`src/rtl/uart_receiver_if.sv`:
```
// Receive-side signal bundle: serial line in, byte/valid/ready handshake and status out.
// master = receiver, slave = line driver and byte consumer.
interface uart_receiver_if;
   logic       uart_rx;
   logic [7:0] rx_data;
   logic       rx_valid;
   logic       rx_ready;
   logic       frame_error;
   logic       overrun;

   modport master (
      input  uart_rx, rx_ready,
      output rx_data, rx_valid, frame_error, overrun
   );

   modport slave (
      output uart_rx, rx_ready,
      input  rx_data, rx_valid, frame_error, overrun
   );
endinterface

```
`src/rtl/uart_receiver.sv`:
```
// 8N1 UART receiver: midpoint sampling, valid/ready byte handoff, framing error and overrun flags.
// One bit period is DELAY_FRAMES+1 clk cycles.
module uart_receiver #(
   parameter int DELAY_FRAMES = 234
) (
   input logic            clk,
   input logic            rst,
   uart_receiver_if.master bus
);
   localparam int CW = (DELAY_FRAMES < 1) ? 1 : $clog2(DELAY_FRAMES + 1);
   localparam logic [CW-1:0] HALF_C = CW'(DELAY_FRAMES / 2);
   localparam logic [CW-1:0] TERM_C = CW'(DELAY_FRAMES);

   typedef enum logic [2:0] {IDLE, START, DATA, STOP, WAIT_IDLE} state_t;

   state_t          state, state_n;
   logic [CW-1:0]   cnt, cnt_n;
   logic [2:0]      bit_idx, bit_idx_n;
   logic [7:0]      shreg, shreg_n;
   logic            sync1, rx_s;
   logic [7:0]      data_q, data_n;
   logic            valid_q, valid_n;
   logic            fe_q, fe_n;
   logic            ov_q, ov_n;

   always_ff @(posedge clk) begin
      if (rst) begin
         state   <= IDLE;
         cnt     <= '0;
         bit_idx <= '0;
         shreg   <= '0;
         sync1   <= 1'b1;
         rx_s    <= 1'b1;
         data_q  <= '0;
         valid_q <= 1'b0;
         fe_q    <= 1'b0;
         ov_q    <= 1'b0;
      end else begin
         state   <= state_n;
         cnt     <= cnt_n;
         bit_idx <= bit_idx_n;
         shreg   <= shreg_n;
         sync1   <= bus.uart_rx;
         rx_s    <= sync1;
         data_q  <= data_n;
         valid_q <= valid_n;
         fe_q    <= fe_n;
         ov_q    <= ov_n;
      end
   end

   always_comb begin
      state_n   = state;
      cnt_n     = cnt;
      bit_idx_n = bit_idx;
      shreg_n   = shreg;
      data_n    = data_q;
      valid_n   = valid_q;
      fe_n      = 1'b0;
      ov_n      = ov_q;

      // Consumer handshake; a delivery in the same cycle overrides it below.
      if (valid_q && bus.rx_ready) valid_n = 1'b0;

      unique case (state)
         IDLE: begin
            cnt_n = '0;
            if (!rx_s) state_n = START;
         end
         START: begin
            if (cnt == HALF_C) begin
               cnt_n = '0;
               if (!rx_s) begin
                  state_n   = DATA;
                  bit_idx_n = '0;
               end else begin
                  state_n = IDLE;
               end
            end else begin
               cnt_n = cnt + 1'b1;
            end
         end
         DATA: begin
            if (cnt == TERM_C) begin
               shreg_n[bit_idx] = rx_s;
               cnt_n            = '0;
               bit_idx_n        = bit_idx + 3'd1;
               if (bit_idx == 3'd7) state_n = STOP;
            end else begin
               cnt_n = cnt + 1'b1;
            end
         end
         STOP: begin
            if (cnt == TERM_C) begin
               cnt_n = '0;
               // Leaving at the stop-bit midpoint leaves half a bit to catch a back-to-back start edge.
               if (rx_s) begin
                  state_n = IDLE;
                  if (!valid_q || bus.rx_ready) begin
                     data_n  = shreg;
                     valid_n = 1'b1;
                  end else begin
                     ov_n = 1'b1;
                  end
               end else begin
                  fe_n    = 1'b1;
                  state_n = WAIT_IDLE;
               end
            end else begin
               cnt_n = cnt + 1'b1;
            end
         end
         WAIT_IDLE: begin
            cnt_n = '0;
            if (rx_s) state_n = IDLE;
         end
         default: state_n = IDLE;
      endcase
   end

   assign bus.rx_data     = data_q;
   assign bus.rx_valid    = valid_q;
   assign bus.frame_error = fe_q;
   assign bus.overrun     = ov_q;
endmodule

```
`src/flat_wrapper.sv`:
```
// flat-port wrapper written by rule: the top's interface ports become plain ports
module uart_receiver_flat 
#(
   parameter int DELAY_FRAMES = 234
)
  (clk, rst, bus_uart_rx, bus_rx_ready, bus_rx_data, bus_rx_valid, bus_frame_error, bus_overrun);
  uart_receiver_if bus_i ();
  input logic clk;
  input logic rst;
  input wire logic [$bits(bus_i.uart_rx)-1:0] bus_uart_rx;
  input wire logic [$bits(bus_i.rx_ready)-1:0] bus_rx_ready;
  output wire logic [$bits(bus_i.rx_data)-1:0] bus_rx_data;
  output wire logic [$bits(bus_i.rx_valid)-1:0] bus_rx_valid;
  output wire logic [$bits(bus_i.frame_error)-1:0] bus_frame_error;
  output wire logic [$bits(bus_i.overrun)-1:0] bus_overrun;
  assign bus_i.uart_rx = bus_uart_rx;
  assign bus_i.rx_ready = bus_rx_ready;
  assign bus_rx_data = bus_i.rx_data;
  assign bus_rx_valid = bus_i.rx_valid;
  assign bus_frame_error = bus_i.frame_error;
  assign bus_overrun = bus_i.overrun;
  uart_receiver #(.DELAY_FRAMES(DELAY_FRAMES)) u_core (.clk(clk), .rst(rst), .bus(bus_i));
endmodule
```
`config.mk`:
```
export PLATFORM = sky130hd
export DESIGN_NAME = uart_receiver_flat
export DESIGN_NICKNAME = d
export VERILOG_FILES = /design/src/rtl/uart_receiver_if.sv /design/src/rtl/uart_receiver.sv /design/src/flat_wrapper.sv
export SDC_FILE = /design/constraint.sdc
export NUM_CORES = 1
export LEC_CHECK = 0
export BUFFER_PORTS_ARGS = -buffer_cell sky130_fd_sc_hd__buf_2
export CORE_UTILIZATION = 40
export DETAILED_ROUTE_END_ITERATION = 7
export GPL_TIMING_DRIVEN = 0
export HOLD_SLACK_MARGIN = 0.08
export PLACE_DENSITY_LB_ADDON = 0.15
export SYNTH_ARGS = -nofsm -noshare
export SYNTH_HDL_FRONTEND = slang
export SYNTH_SLANG_ARGS = --single-unit
```
`constraint.sdc`:
```
create_clock -name clk -period 1.94 [get_ports clk]
set_input_delay 0.194 -clock clk [delete_from_list [all_inputs] [get_ports clk]]
set_output_delay 0.194 -clock clk [all_outputs]
set_load 0.005 [all_outputs]
```
# ---- Yosys cells after proc, flatten, opt, wreduce, memory -nomap -nowiden
# Index checks and enable logic that the tools add are counted.
dict set report op_classes {
  addsub 2
  magnitude_cmp 2
  n_div 0
  n_eq_ne 14
  multipliers 0
  shifts 0
  bitwise_logic 3
  n_reduce_logical 15
  mux 25
}
# cell n
set ops {}
lappend ops {{3-bit two-way mux} 10}
lappend ops {{8-bit one-hot mux with 3 select lines} 1}
lappend ops {{8-bit two-way mux} 2}
lappend ops {{3-bit one-hot mux with 5 select lines} 1}
lappend ops {{4-bit AND reduction} 3}
lappend ops {{2-bit by 1-bit inequality test with 1-bit output, second input constant} 5}
lappend ops {{8-bit by 1-bit adder with 8-bit output, second input constant} 1}
lappend ops {{8-bit bitwise mux} 1}
lappend ops {{8-bit by 7-bit == test with 1-bit output, second input constant} 1}
lappend ops {{8-bit == test, second input constant} 1}
lappend ops {{1-bit two-way mux} 7}
lappend ops {{3-bit by 2-bit == test with 1-bit output, second input constant} 2}
lappend ops {{3-bit == test, second input constant} 2}
lappend ops {{3-bit one-hot mux with 2 select lines} 1}
lappend ops {{6-bit AND reduction} 1}
lappend ops {{3-bit by 4-bit < comparator with 1-bit output, second input constant} 1}
lappend ops {{2-bit inequality test, second input constant} 2}
lappend ops {{2-bit OR reduction} 2}
lappend ops {{3-bit by 1-bit adder with 3-bit output, second input constant} 1}
lappend ops {{1-bit demux with 3-bit select} 1}
lappend ops {{3-bit by 1-bit == test with 1-bit output, second input constant} 1}
lappend ops {{3-bit by 1-bit greater-or-equal comparator with 1-bit output, second input constant} 1}
lappend ops {{3-bit logical NOT} 1}
lappend ops {{1-bit NOT} 3}
lappend ops {{8 further kinds} 9}
dict set report word_totals {
  out_inout_bits 11
  word_cells 71
  latch_bits 0
  ff_bits 35
  mem_bits_ro 0
  inputBits 4
  ramBits 0
  n_memories 0
}

# ---- Logic depth before layout (Yosys ltp)
# Gate-level depths: netlist (run 1).
dict set report logic_depth {
  depth_word 6
  ltp_mapped 8
  ltp_nobuf 6
}

# ---- Worst setup path after synthesis (run 1)
# OpenSTA, ideal clock, no wires.
dict set report synth_timing {
  path_type {register to register}
  start {register u_core.cnt[0]}
  end {register u_core.ov_q (netlist: u_core.bus.overrun)}
  setup_time_ns 0.128
  arrival_time_ns 1.464
  t_required_ns 1.812
  path_slack_ns 0.348
  path_buffers 2
  stages_incl_launch_ff 9
  period_less_slack_ns 1.592
  cell_sequence {dfxtp_1 > inv_1 > ha_1 > and4b_1 > buf_4 > and4_1 > buf_4 > a31oi_1 > nor2_1}
}
dict set report synth_via {
  elab_chain_cells 2
}
# element line
set synth_rtl {}
lappend synth_rtl {{from (decl)} uart_receiver.sv:17} ;# logic [CW-1:0] cnt, cnt_n;
lappend synth_rtl {{from (signal assigned)} uart_receiver.sv:40} ;# cnt <= cnt_n;
lappend synth_rtl {{8-bit == test} uart_receiver.sv:94} ;# if (cnt == TERM_C) begin
lappend synth_rtl {{4-bit AND reduction (no line)} n/a}
lappend synth_rtl {{to (signal assigned)} uart_receiver.sv:48} ;# ov_q <= ov_n;
lappend synth_rtl {{to (decl)} uart_receiver.sv:24} ;# logic ov_q, ov_n;
# No other way between the ends.
# A chain may end at the register's enable or synchronous reset.

# ---- Worst setup path in the final report (run 1)
# Ends and elaborated chain as after synthesis.

==> results of run 1 <==
-- sequential cells by signal, indices dropped and copies added (netlist names) --
register and cells:
u_core.bit_idx 3, u_core.sync1 1, u_core.cnt 8, u_core.bus.overrun 1, u_core.shreg 8, u_core.state 3
u_core.bus.rx_valid 1, u_core.rx_s 1, u_core.bus.frame_error 1, u_core.bus.rx_data 8
-- power groups by stage --
stage          combinational, mW  clock, mW  sequential (mW)
2_1_floorplan             0.0299          0            0.741
3_3_place_gp              0.0397          0            0.741
3_5_place_dp              0.0411          0            0.741
4_1_cts                   0.0410      0.674            0.724
5_1_grt                   0.0451      0.704            0.725
6_report                  0.0406      0.657            0.724
-- metrics by stage --
stage,power [mW],hold slack [ns],setup WS (ns),instances,area (µm²)
2_1_floorplan,0.770,0.298,0.348,190,1660
3_3_place_gp,0.781,0.383,0.237,253,1780
5_1_grt,1.47,0.0855,0.0567,261,1900
6_report,1.42,0.0856,0.219,261,1900
4_1_cts,1.44,0.0822,0.214,261,1900
3_5_place_dp,0.782,0.382,0.229,253,1780
-- worst min-delay path by stage --
stage	startpoint	endpoint	slack [ns]	depth (start not counted)
6_report	bus_uart_rx	u_core.sync1	0.09	2
5_1_grt	bus_uart_rx	u_core.sync1	0.09	2
3_5_place_dp	bus_uart_rx	u_core.sync1	0.38	2
4_1_cts	bus_uart_rx	u_core.sync1	0.08	2
2_1_floorplan	bus_uart_rx	u_core.sync1	0.30	1
3_3_place_gp	bus_uart_rx	u_core.sync1	0.38	2
-- critical path: cells and delay by family (launching register included) --
kind	cells	cell delay [ns]
AOI/OAI and AO/OA	1	0.16
adders and majority gates	1	0.19
buffers and inverters	3	0.41
DFF	1	0.42
and+or+nand+nor	3	0.43
-- Yosys cell counts, types with 3 or more instances --
master    number  area, µm²
ha_1           5       62.6
dfxtp_1       35        701
nand3_1       14       70.1
and4_1         3       26.3
buf_2          3       15.0
buf_4          4       30.0
xor2_1         4       35.0
nor4b_1        3       26.3
xnor2_1        3       26.3
a31oi_1        3       18.8
o21ai_0       12       60.1
nand2_1       13       48.8
nor2_1        15       56.3
nand4_1       10       62.6
clkbuf_1       6       22.5
a21oi_1       17       85.1
inv_1          6       22.5
mux2i_1        3       30.0
-- cell type report --
class	count	area, µm²
fillers	393	2100
multi-input cells	134	842
flip-flops and latches	35	701
plain buffers	15	90.1
clock buffers	5	68.8
repair buffers	13	65.1
well taps	50	62.6
clock inverters	3	43.8
inverters	6	22.5
-- cell families after synthesis --
group | count (synthesis)
AO/OA/AOI/OAI | 39
AND/OR/NAND/NOR | 80
adder cells (fa/ha/maj) | 5
buffers and inverters | 21
multiplexers | 3
flip-flops | 35
XOR/XNOR | 7
-- metal layers --
| layer | part of all wire, % | track usage (%) | up-vias |
|---|---|---|---|
| li1 | - | - | 718 |
| met1 | 52 | 23.9 | 635 |
| met2 | 43 | 24.4 | 26 |
| met3 | 3.3 | 4.31 | 5 |
| met4 | 1.6 | 9.31 | 0 |
| met5 | 0 | 0 | - |
==> impl_metrics.yaml, run 1 <==
final_layout:
  drive_above_1_share_pct: 17.1
  n_antenna_cell: 0
  syn_to_final_growth_pct: 14.5
  layout_common_cells: "dfxtp_1, a21oi_1, buf_2"
  final_common_cell: "dfxtp_1"
  fin_util_pct: 47.4
  nets: 219
cts:
  cts_setup_buffers: 0
  numCtsBuffers: 5
  root_buffer: "clkbuf_8"
  cts_resized: 0
  cts_max_level: 2
  clock_path_buffers: 2
  cts_hold_buffers: 0
  clock_sinks: 35
  cts_tree: "done"
  clkLatencyLatePin_ns: 0.29
  path_clk_slew_ns: 0.08
synth:
  yosysSeqAreaShare_pct: 42.3
  yosysUniqueCellTypes: 40
  synth_nets: 199
  yosys.area_share.simple_pct: 27.9
  synthFlopType: "dfxtp_1"
  synth_xor_area_share_pct: 3.70
  synth_enable_flop_cells: 0
  synth-compound-area-share_pct: 13.7
  ys_ff_latch: 35
  synth_top_family_by_area: "simple AND/OR/NAND/NOR gates"
  synth-async-reset-ratio_pct: 0
  synthMuxAreaShare_pct: 1.81
  yosysWarnings: 0
  syn_area_mm2: 0.00166
  avgSynthCellArea_um2: 8.71
  synthAdderAreaFrac_pct: 3.78
  postSynthCellCount: 190
worst_setup_path:
  cpPeakStageDelay_ns: 0.42
  worstSetupStartpointType: "flip-flop"
  rrSetupSlack_ns: 0.22
  crit_end: "u_core.bus.overrun"
  crit_fanout: 10
  rr_startpoint: "u_core.cnt[0]"
  crit_type: "reg2reg"
  path_cells: "inv_1 > ha_1 > and4b_1 > buf_4 > and4_1 > buf_4 > a31oi_1 > nor2_1"
  reg2reg_to: "u_core.bus.overrun"
  cp.arrival_ns: 1.90
  critical_path_required_ns: 2.12
  cp_common_cell: "buf_4"
  critPathLaunch: "u_core.cnt[0]"
  worstRegToRegCells: 8
  cp_slowest_cell: "dfxtp_1"
  critPathCaptureType: "flip-flop"
sta:
  worst_pin_slew_ns: 0.494
  clock_skew_ns: 0.00969
  slew_violations: 0
  timing.final.crit_share_pct: 88.7
  slew_headroom_pct: 67.0
  rsz0062_at_grt: "no"
  clock.fmax_ghz: 0.581
  hold_violations: 0
  setup_tns_ns: 0
  setup_viol: 0
  period_needed_ns: 1.72
pwr:
  peakVddDrop_mv: 0.326
  power.density_mw_per_mm2: 750
  p_seq_share_pct: 50.9
  pwr-share-clk_pct: 46.2
  comb_power_share_pct: 2.9
  p_sw_share_pct: 21.4
  cellLeakagePower_nw: 0.725
  p_int_mw: 1.12
  netSwitchingPower_mw: 0.305
floorplan:
  start_util_pct: 41.4
  die_area_mm2: 0.00440
  fp-row-count: 23
  die_x_um: 66.3
  die_h_um: 66.3
  coreArea_mm2: 0.00400
  ios: 15
place:
  dp_hpwl_um: 2460
  gp_congestion: 0.825
  place.port_buffers: 13
grt:
  antenna_found_initial: 0
  grt_max_degree: 13
  grt_pass1_vias: 1252
  grt_pass1_wl_um: 5730
  grt_util_all_layers_pct: 17.3
  overflow: 0
job:
  drv_cap: 0
route:
  wl_per_cell_um: 13.4
  final_antenna_net_count: 0
  drc: 0
  vias: 1384
  drtPass1Iterations: 4
  routed_wl_um: 3490
  first_iter_violations: 69
  avgViaCountPerCell: 5.30
hold_path:
  hp-class: "in2reg"
outcome:
  outcome: "completed"
No activity file was read; power rests on OpenSTA's default activity.
==> run 2, diff against run 1 <==
Settings changed: ABC_AREA from default to 1.
==> run 2 against run 1 <==
Compared with the run above: first-iteration DRC count grew 30%; critical endpoint is now u_core.bus.rx_data[5]; sequential share of layout area shrank 1.5 points; routed wire length shrank 2.8%; largest cell class unchanged.
==> impl_metrics.yaml, run 2 <==
synth:
  synth_enable_flop_cells: 0
  yosysUniqueCellTypes: 29
  yosysSeqAreaShare_pct: 39.8
  synth_most_common_cell: "nand2_1"
  postSynthCellCount: 260
  synth_nets: 269
  synth_top_area_share_pct: 39.8
  synth_common_cells: "nand2_1, nor2_1, dfxtp_1, inv_1, nand3_1"
  ys_ff_latch: 35
  yosysTopAreaCell: "dfxtp_1"
  synth-async-reset-ratio_pct: 0
  yosysWarnings: 0
  avgSynthCellArea_um2: 6.78
  syn_area_mm2: 0.00176
  synth_area_leaders: "dfxtp_1, nand2_1, nor2_1"
  synthFlopType: "dfxtp_1"
sta:
  worst_pin_slew_ns: 0.483
  period_needed_ns: 1.58
  slew_violations: 0
  clock.fmax_ghz: 0.633
  clock_skew_ns: 0.00943
  setup_tns_ns: 0
  rsz0062_at_grt: "no"
  hold_violations: 0
  slew_headroom_pct: 67.8
  setup_viol: 0
  timing.final.crit_share_pct: 81.4
worst_setup_path:
  path_cells: "inv_1 > ha_1 > nand2_1 > nor2_2 > nand2_2 > clkinv_2 > nand3_4 > buf_6 > nand2_2 > nand2_1 > nor2_1"
  worstRegToRegCells: 11
  critical_path_required_ns: 2.12
  cp.arrival_ns: 1.76
  worst-path-buf-inv: 3
  rrSetupSlack_ns: 0.36
  path_delay_family: "simple AND/OR/NAND/NOR gates"
  rr_startpoint: "u_core.cnt[0]"
  crit_end: "u_core.bus.rx_data[5]"
  worstSetupStartpointType: "flip-flop"
  critPathLaunch: "u_core.cnt[0]"
  crit_type: "reg2reg"
  reg2reg_to: "u_core.bus.rx_data[5]"
  cp_slowest_cell: "dfxtp_1"
  path_depth: 11
  cpPeakStageDelay_ns: 0.39
  crit_fanout: 10
  critPathCaptureType: "flip-flop"
route:
  first_iter_violations: 90
  routed_wl_um: 3390
  drtPass1Iterations: 4
  vias: 1523
  drc: 0
  avgViaCountPerCell: 4.60
  final_antenna_net_count: 0
  wl_per_cell_um: 10.3
grt:
  grt_pass1_vias: 1341
  grt_util_all_layers_pct: 17.0
  overflow: 0
  grt_pass1_wl_um: 5790
  antenna_found_initial: 0
  grt_max_degree: 11
pwr:
  netSwitchingPower_mw: 0.689
  p_int_mw: 1.18
  comb_power_share_pct: 29.9
  p_sw_share_pct: 36.9
  cellLeakagePower_nw: 0.900
  peakVddDrop_mv: 0.638
  power.density_mw_per_mm2: 944
  p_seq_share_pct: 44.2
  pwr-share-clk_pct: 26.0
place:
  place.port_buffers: 14
  gp_congestion: 0.777
  dp_hpwl_um: 2430
  place_area_mm2: 0.00189
cts:
  clock_path_buffers: 2
  clkLatencyLatePin_ns: 0.29
  path_clk_slew_ns: 0.07
  numCtsBuffers: 5
  cts_tree: "done"
  cts_resized: 0
  root_buffer: "clkbuf_8"
  cts_max_level: 2
  clock_sinks: 35
final_layout:
  drive_above_1_share_pct: 16.0
  n_antenna_cell: 0
  multi_input_area_um2: 870
  layout_common_cells: "nand2_1, nor2_1, dfxtp_1"
  final_area_mm2: 0.00198
  final_common_cell: "nand2_1"
  nets: 291
  fill_cells: 440
  syn_to_final_growth_pct: 12.2
  ff_latch_area_um2: 701
floorplan:
  die_h_um: 68.4
  start_util_pct: 42.8
  coreArea_mm2: 0.00412
  die_area_mm2: 0.00467
  die_x_um: 68.4
  ios: 15
  fp-row-count: 23
hold_path:
  hp-class: "in2reg"
job:
  drv_cap: 0
outcome:
  outcome: "completed"
-- run 2: cell count changes in the layout (fill, tap and decap cells not counted), moves of 4 or more --
cell and change:
a21oi_1 -6, nand4_1 -6, nor2_1 +31, nand2_2 +6, inv_1 +27, nand2_1 +51, inv_2 +4, nor3_1 +9
o21ai_0 -8, xor2_1 -4, clkbuf_1 -4
-- run 2: power groups by stage --
stage	Clock, mW	Sequential (mW)	Combinational, mW
6_report	0.485	0.825	0.557
4_1_cts	0.508	0.825	0.564
3_5_place_dp	0	0.842	0.560
2_1_floorplan	0	0.831	0.457
3_3_place_gp	0	0.843	0.556
5_1_grt	0.543	0.834	0.639
-- run 2: metal layers --
metal / track usage (%) / vias to the layer above / share of wire (%)
li1: - / 850 / -
met1: 21.4 / 648 / 51
met2: 26.7 / 25 / 44
met3: 6.00 / 0 / 4.5
met4: 5.47 / 0 / 0
met5: 0 / - / 0
-- run 2: how the worst min path moves through the flow --
stage / start / endpoint / slack (ns) / cells past startpoint
6_report: rst / u_core.rx_s / 0.15 / 2
5_1_grt: rst / u_core.rx_s / 0.14 / 2
4_1_cts: rst / u_core.sync1 / 0.14 / 2
3_5_place_dp: bus_uart_rx / u_core.sync1 / 0.38 / 2
3_3_place_gp: bus_uart_rx / u_core.sync1 / 0.38 / 2
2_1_floorplan: bus_uart_rx / u_core.sync1 / 0.30 / 1
-- run 2: through the flow --
step           worst slack, ns  instances  util, %  power (mW)  hold slack (ns)
3_5_place_dp             0.355        324     46.0        1.40            0.380
2_1_floorplan            0.533        260        -        1.29            0.298
5_1_grt                  0.179        331     48.0        2.02            0.144
6_report                 0.361        331     48.0        1.87            0.148
3_3_place_gp             0.350        324     46.0        1.40            0.381
4_1_cts                  0.342        331     48.0        1.90            0.140
-- run 2: logic make-up after synthesis --
group	count (synthesis)	share of synthesized area (%)
simple gates	156	40.1
fa+ha+maj	5	3.55
compound gates	19	5.75
flops	35	39.8
buf+inv	45	10.9
-- run 2: repair_timing --
action / in CTS / in global routing
buffers inserted: 0 / 0
endpoints found under the hold margin: 1 / 0
hold buffers: 1 / 0
-- run 2: layout make-up --
cell class,count,area share [%]
multi-input cells,180,44.0
clock buffers,6,3.67
plain buffers,5,1.90
repair buffers,15,4.05
inverters,40,7.78
well taps,50,3.16
flip-flops and latches,35,35.4
